$ cat config.mk
export PLATFORM = sky130hd
export DESIGN_NAME = channel_writer
export DESIGN_NICKNAME = d
export VERILOG_FILES = /design/src/rtl/channel_writer.sv
export SDC_FILE = /design/constraint.sdc
export NUM_CORES = 1
export LEC_CHECK = 0
export ABC_CLOCK_PERIOD_IN_PS = 21900
export CORE_AREA = 2 2 373 375
export CTS_CLUSTER_SIZE = 40
export DETAILED_ROUTE_END_ITERATION = 8
export DIE_AREA = 0 0 375 377
export PLACE_DENSITY = 0.44
export SLEW_MARGIN = 10
export SYNTH_ARGS = -nofsm -noshare
export SYNTH_HDL_FRONTEND = slang
export SYNTH_SLANG_ARGS = --single-unit
export TNS_END_PERCENT = 50
$ cat constraint.sdc
create_clock -name clock -period 21.9 [get_ports clock]
set_input_delay 4.38 -clock clock [delete_from_list [all_inputs] [get_ports clock]]
set_output_delay 4.38 -clock clock [all_outputs]
set_load 0.03 [all_outputs]
$ cat src/rtl/channel_writer.sv
// channel_writer: one fixed-length INCR write burst per command.
// Each 512-bit input word is split into two 256-bit W beats, low half first.
module channel_writer #(
  parameter int LEN = 15,
  parameter int ID = 0
) (
  input  logic         clock,
  input  logic         reset,
  input  logic         io_cmd_in_valid,
  output logic         io_cmd_in_ready,
  input  logic [63:0]  io_cmd_in_bits_addr,
  input  logic         io_in_valid,
  output logic         io_in_ready,
  input  logic [511:0] io_in_bits_data,
  input  logic         io_in_bits_last,
  output logic         io_aw_valid,
  input  logic         io_aw_ready,
  output logic [32:0]  io_aw_bits_addr,
  output logic [1:0]   io_aw_bits_burst,
  output logic [3:0]   io_aw_bits_cache,
  output logic [5:0]   io_aw_bits_id,
  output logic [3:0]   io_aw_bits_len,
  output logic         io_aw_bits_lock,
  output logic [2:0]   io_aw_bits_prot,
  output logic [3:0]   io_aw_bits_qos,
  output logic [3:0]   io_aw_bits_region,
  output logic [2:0]   io_aw_bits_size,
  output logic         io_w_valid,
  input  logic         io_w_ready,
  output logic [255:0] io_w_bits_data,
  output logic [31:0]  io_w_bits_strb,
  output logic         io_w_bits_last,
  input  logic         io_b_valid,
  output logic         io_b_ready,
  input  logic [1:0]   io_b_bits_resp,
  input  logic [5:0]   io_b_bits_id,
  output logic         io_done,
  output logic         io_err_resp,
  output logic         io_err_last
);

  localparam int WORDS = (LEN + 1) / 2;
  localparam int WW = $clog2(WORDS + 1);

  typedef enum logic [1:0] {
    IDLE,
    ADDR,
    DATA,
    RESP
  } state_t;

  state_t state;
  state_t state_nx;

  logic          armed;
  logic [32:0]   addr;
  logic [511:0]  data_buf;
  logic          buf_v;
  logic          half;
  logic [3:0]    beat_cnt;
  logic [WW-1:0] words_left;
  logic          done;
  logic          err_resp;
  logic          err_last;

  logic cmd_rdy;
  logic aw_v;
  logic b_rdy;
  logic dat_act;
  logic w_v;
  logic in_rdy;
  logic w_last;
  logic cmd_fire;
  logic aw_fire;
  logic in_fire;
  logic w_fire;
  logic b_fire;
  logic unused_ok;

  assign unused_ok = ^{io_b_bits_id, io_cmd_in_bits_addr[63:33]};

  // armed keeps cmd ready low while reset is held and until the first edge
  always_comb begin
    state_nx = state;
    cmd_rdy  = 1'b0;
    aw_v     = 1'b0;
    b_rdy    = 1'b0;
    dat_act  = 1'b0;
    unique case (state)
      IDLE: begin
        cmd_rdy = armed;
        if (armed && io_cmd_in_valid) state_nx = ADDR;
      end
      ADDR: begin
        aw_v = 1'b1;
        if (io_aw_ready) state_nx = DATA;
      end
      DATA: begin
        dat_act = 1'b1;
        if (buf_v && io_w_ready && w_last) state_nx = RESP;
      end
      RESP: begin
        b_rdy = 1'b1;
        if (io_b_valid) state_nx = IDLE;
      end
      default: state_nx = IDLE;
    endcase
  end

  assign w_last = (beat_cnt == 4'(LEN));
  assign w_v    = dat_act && buf_v;
  assign in_rdy = dat_act && (words_left != '0) &&
                  (!buf_v || (half && io_w_ready));

  assign cmd_fire = io_cmd_in_valid && cmd_rdy;
  assign aw_fire  = aw_v && io_aw_ready;
  assign in_fire  = io_in_valid && in_rdy;
  assign w_fire   = w_v && io_w_ready;
  assign b_fire   = io_b_valid && b_rdy;

  always_ff @(posedge clock or posedge reset) begin
    if (reset) state <= IDLE;
    else       state <= state_nx;
  end

  always_ff @(posedge clock or posedge reset) begin
    if (reset) begin
      armed      <= 1'b0;
      addr       <= '0;
      data_buf   <= '0;
      buf_v      <= 1'b0;
      half       <= 1'b0;
      beat_cnt   <= '0;
      words_left <= '0;
      done       <= 1'b0;
      err_resp   <= 1'b0;
      err_last   <= 1'b0;
    end else begin
      armed <= 1'b1;
      done  <= b_fire;
      if (cmd_fire) addr <= io_cmd_in_bits_addr[32:0];
      if (aw_fire) begin
        words_left <= WW'(WORDS);
        beat_cnt   <= '0;
      end
      if (w_fire) beat_cnt <= beat_cnt + 4'd1;
      // a refill in the same cycle as the upper-half beat wins
      if (in_fire) begin
        data_buf   <= io_in_bits_data;
        buf_v      <= 1'b1;
        half       <= 1'b0;
        words_left <= words_left - WW'(1);
        if (io_in_bits_last != (words_left == WW'(1)))
          err_last <= 1'b1;
      end else if (w_fire) begin
        if (half) buf_v <= 1'b0;
        else      half  <= 1'b1;
      end
      if (b_fire && (io_b_bits_resp != 2'b00)) err_resp <= 1'b1;
    end
  end

  assign io_cmd_in_ready   = cmd_rdy;
  assign io_in_ready       = in_rdy;
  assign io_aw_valid       = aw_v;
  assign io_aw_bits_addr   = addr;
  assign io_aw_bits_burst  = 2'd1;
  assign io_aw_bits_cache  = 4'd0;
  assign io_aw_bits_id     = 6'(ID);
  assign io_aw_bits_len    = 4'(LEN);
  assign io_aw_bits_lock   = 1'b0;
  assign io_aw_bits_prot   = 3'd0;
  assign io_aw_bits_qos    = 4'd0;
  assign io_aw_bits_region = 4'd0;
  assign io_aw_bits_size   = 3'd5;
  assign io_w_valid        = w_v;
  assign io_w_bits_data    = half ? data_buf[511:256] : data_buf[255:0];
  assign io_w_bits_strb    = '1;
  assign io_w_bits_last    = w_last;
  assign io_b_ready        = b_rdy;
  assign io_done           = done;
  assign io_err_resp       = err_resp;
  assign io_err_last       = err_last;

endmodule

Word level (Yosys, flattened, before mapping)

Index checks and enable logic that the tools add are counted.

Input bits: 592
Word-level logic and storage cells: 67
Output and inout bits: 361
Register bits after elaboration: 561

Eq/ne operators: 10
Add/subtract/negate cells: 2
Reductions and logical operators: 25
Mux-type cells: 19

Operators with widths:

| kind                | number |
|---|---|
| $mux 256            | 1 |
| $mux 4              | 4 |
| $logic_and 1x1->1   | 13 |
| $reduce_bool 2->1   | 5 |
| $mux 1              | 9 |
| $mux 2              | 4 |
| $ne 2x2->1 const B  | 4 |
| $pmux 2 s4          | 1 |
| $add 4x1->4 const B | 1 |
| $eq 2x2->1 const B  | 2 |
| $eq 4x1->1 const B  | 1 |
| $eq 4x4->1 const B  | 1 |
| $reduce_and 2->1    | 2 |
| $reduce_and 4->1    | 1 |
| $reduce_bool 4->1   | 1 |
| $sub 4x1->4 const B | 1 |
| $eq 2x1->1 const B  | 1 |
| $logic_not 2->1     | 1 |
| $logic_not 1->1     | 1 |
| $logic_or 1x1->1    | 1 |
| $ne 1x1->1          | 1 |

Depth between registers and ports, before layout

Word-level depth: 7
Gate-level depth with buffers: 9
Mapped depth without buffers: 6

Worst setup path after synthesis

No wires, ideal clock.

Path kind: input to output
From: input port io_w_ready
To: output port io_in_ready
Data required time: 17,520 ps
Path slack: 12,234 ps
Path buffers: 0
Stages: 2
Arrival time: 5,286 ps
Cells stage by stage: nand2_1 > a221oi_1

Longest elaborated chain between the ends: 3

Ends and longest elaborated chain:

| element            | RTL line | RTL |
|---|---|---|
| start: declaration | 29       | `input logic io_w_ready,` |
| $logic_and 1x1->1  | 113      | `(!buf_v \|\| (half && io_w_ready));` |
| $logic_or 1x1->1   | 113      |  |
| $logic_and 1x1->1  | 112      | `assign in_rdy = dat_act && (words_left != '0) &&` |
| end: declaration   | 13       | `output logic io_in_ready,` |

Every way passes these cells.

Worst setup path after layout

Same ends and word-level chain as after synthesis.

==> qor.csv <==
metric,value,unit
fin_skew,27.8,ps
critPathLaunch,io_w_ready,
setup_viol,0,
cp_num_cells,4,
worst-path-max-fanout,4,
post-route-util,27.2,%
start_util,18.2,%
post-route-period-util,48.2,%
htree_levels,3,
place_congestion,0.774,
track_usage,12.4,%
slowest_delay,770,ps
area_growth,49.4,%
die_w,375,um
cts_setup_buffers,0,
clk_pin_slew,60,ps
postCtsHoldBufs,0,
numCtsBuffers,74,
maxSlewHeadroom,28.7,%
clk_path_buf_depth,3,
worstSetupPathType,primary input to primary output,
hold-path-cell-count,2,
max_slew.worst_pin.slew,1070,ps
swShare,40.9,%
clk-insertion-delay-late,660,ps
viasPerCell,3.75,
cp_cell_sequence,"clkdlybuf4s50_1, nand2_1, a221oi_1, clkdlybuf4s50_1",
dpl.cell_count,5190,
powerDensity,155,mW/mm2
hpwl,62800,um
grt_pass1_vias,20717,
synthArstFlopShare,100,%
r2r-start,half$_DFFE_PP0P_,
pwr-share-clk,21.2,%
core,0.137,mm2
most-common-layout-cells,"nand2_1 (1547), clkdlybuf4s50_1 (852), dfrtp_1 (560), mux2_2 (291), clkbuf_16 (75)",
drt-total-wl,89800,um
grt_max_degree,183,
rr_worst_depth,9,
final_common_cell,nand2_1,
status,finished clean,
p_int,0.00341,W
final.setup.tns,0,ps
seq_power_share,30.2,%
std_cell_rows,136,
p_switching,0.00237,W
syn_inst,2668,
num_io_pins,953,
crit_top_cell,clkdlybuf4s50_1,
cts_tree,yes,
drive_above_1_share,12.2,%
firstDrtPassIters,4,
worst_setup_path_start_kind,primary input,
yosysWarningCount,0,
syn_area_per_cell,9.34,um2
fin_crit,10560,ps
drt_iter0_drc,968,
cts.sinks,561,
min_from,data_buf[427]$_DFFE_PP0P_,
synth_seq_cells,561,
power.total,0.00578,W
drtAntennaViolNets,0,
drv_cap,0,
grt_setup_unrepaired,false,
finalMaxSlewViolations,0,
grt_antenna_before_repair,20,
crit_arrival,6180,ps
cts-root-buf,clkbuf_16,
portBuffers,852,
synth_cell_types,28,
critical_path.top_delay_family,buffers and inverters,
end_kind,primary output,
fillers,14723,
synth_area,0.0249,mm2
path_buf_inv,2,
pwr-share-comb,48.6,%
grt_remaining_overflow,0,
ir_drop,0.0721,mV
via_count,19980,
hold_path.class,flop to flop,
synth_ff_type,dfrtp_1,
slowest_stage,clkdlybuf4s50_1,
ctsResizeCount,0,
grt_pass1_wl,134000,um
synth_edf_count,0,
worstPathRequired,17520,ps
p_leak,17.7,nW
num-nets-final,4071,
fmax,94.7,MHz
drc,0,
finalNonFillerCells,5330,
detail_route.wl_per_cell,16.8,um
chipHeight,377,um
finalHoldViolCount,0,
ys_seq_area_share,56.4,%
dieArea,0.141,mm2
==> Yosys cell counts (3+ instances only) <==
cell type	instances	area share, %
inv_1	9	0.14
nand3_1	8	0.16
buf_2	108	2.2
clkbuf_1	5	0.075
buf_6	33	1.5
ha_1	7	0.35
o21ai_0	9	0.18
and2_1	3	0.075
mux2_2	291	13
nor2_1	4	0.060
nand2_1	1547	23
dfrtp_1	561	56
buf_4	64	1.9
==> through the flow <==
| step | hold WS, ps | worst slack (ps) | instance area [um2] |
|---|---|---|---|
| after floorplan | 440 | 1830 | 25100 |
| after global placement | 452 | 11320 | 34700 |
| after detailed placement | 456 | 11330 | 34700 |
| after CTS | 471 | 11310 | 37200 |
| after global routing | 477 | 11240 | 37200 |
| final | 465 | 11340 | 37200 |
==> logic make-up after synthesis <==
group / count (synthesis) / synth area share (%)
buffers and inverters: 219 / 5.80
and+or+nand+nor: 1566 / 23.7
adders and majority gates: 7 / 0.352
muxes: 291 / 13.2
other: 2 / 0.0301
DFF: 561 / 56.4
AOI/OAI and AO/OA: 21 / 0.568
xor gates and xnor gates: 1 / 0.0352
==> tightest hold or removal path: stages (launching register included) <==
cell and delay [ps]:
dfrtp_1 330, nand2_1 50, nand2_1 50
==> cell type report <==
type,instances,area (um2),area share [%]
Sequential cell,561,14000,37.7
Multi-Input combinational cell,1950,9680,26.0
Timing Repair Buffer,876,8720,23.4
Tap cell,1794,2240,6.03
Clock buffer,111,2190,5.89
Clock inverter,18,262,0.703
Inverter,9,41.3,0.111
Antenna cell,11,27.5,0.0740
==> sequential cells by signal (all words and copies together), names as in the netlist <==
register / flops
data_buf: 512
io_aw_bits_addr: 33
beat_cnt: 4
words_left: 4
state: 2
armed: 1
buf_v: 1
half: 1
io_done: 1
io_err_last: 1
io_err_resp: 1
==> power by group through the flow <==
stage | Combinational (W) | Clock [W] | Sequential, W
global placement | 0.00284 | 0 | 0.00176
floorplan | 0.00175 | 0 | 0.00174
CTS | 0.00286 | 0.00128 | 0.00175
finish | 0.00281 | 0.00123 | 0.00174
detailed placement | 0.00285 | 0 | 0.00176
global route | 0.00303 | 0.00132 | 0.00181
==> per-layer routing <==
layer  routed length, um  vias to the layer above  global-route usage, %  share of wire, %
li1                    -                     9819                      -                 -
met1               37700                     9424                   15.0                42
met2               41500                      597                   19.7                46
met3                8460                      124                   5.57               9.4
met4                2000                       16                   3.76               2.2
met5                 132                        -                      0              0.15
==> final timing paths <==
check | endpoint | slack (ps)
worst min-delay path | data_buf[427]$_DFFE_PP0P_ | 470
worst max-delay path | io_in_ready | 11340
worst min register to register | data_buf[427]$_DFFE_PP0P_ | 470
max in group asynchronous | data_buf[425]$_DFFE_PP0P_ | 14370
min in group asynchronous | data_buf[321]$_DFFE_PP0P_ | 4310
worst max register to register | data_buf[461]$_DFFE_PP0P_ | 15840
Power figures use the tool's default switching activity.
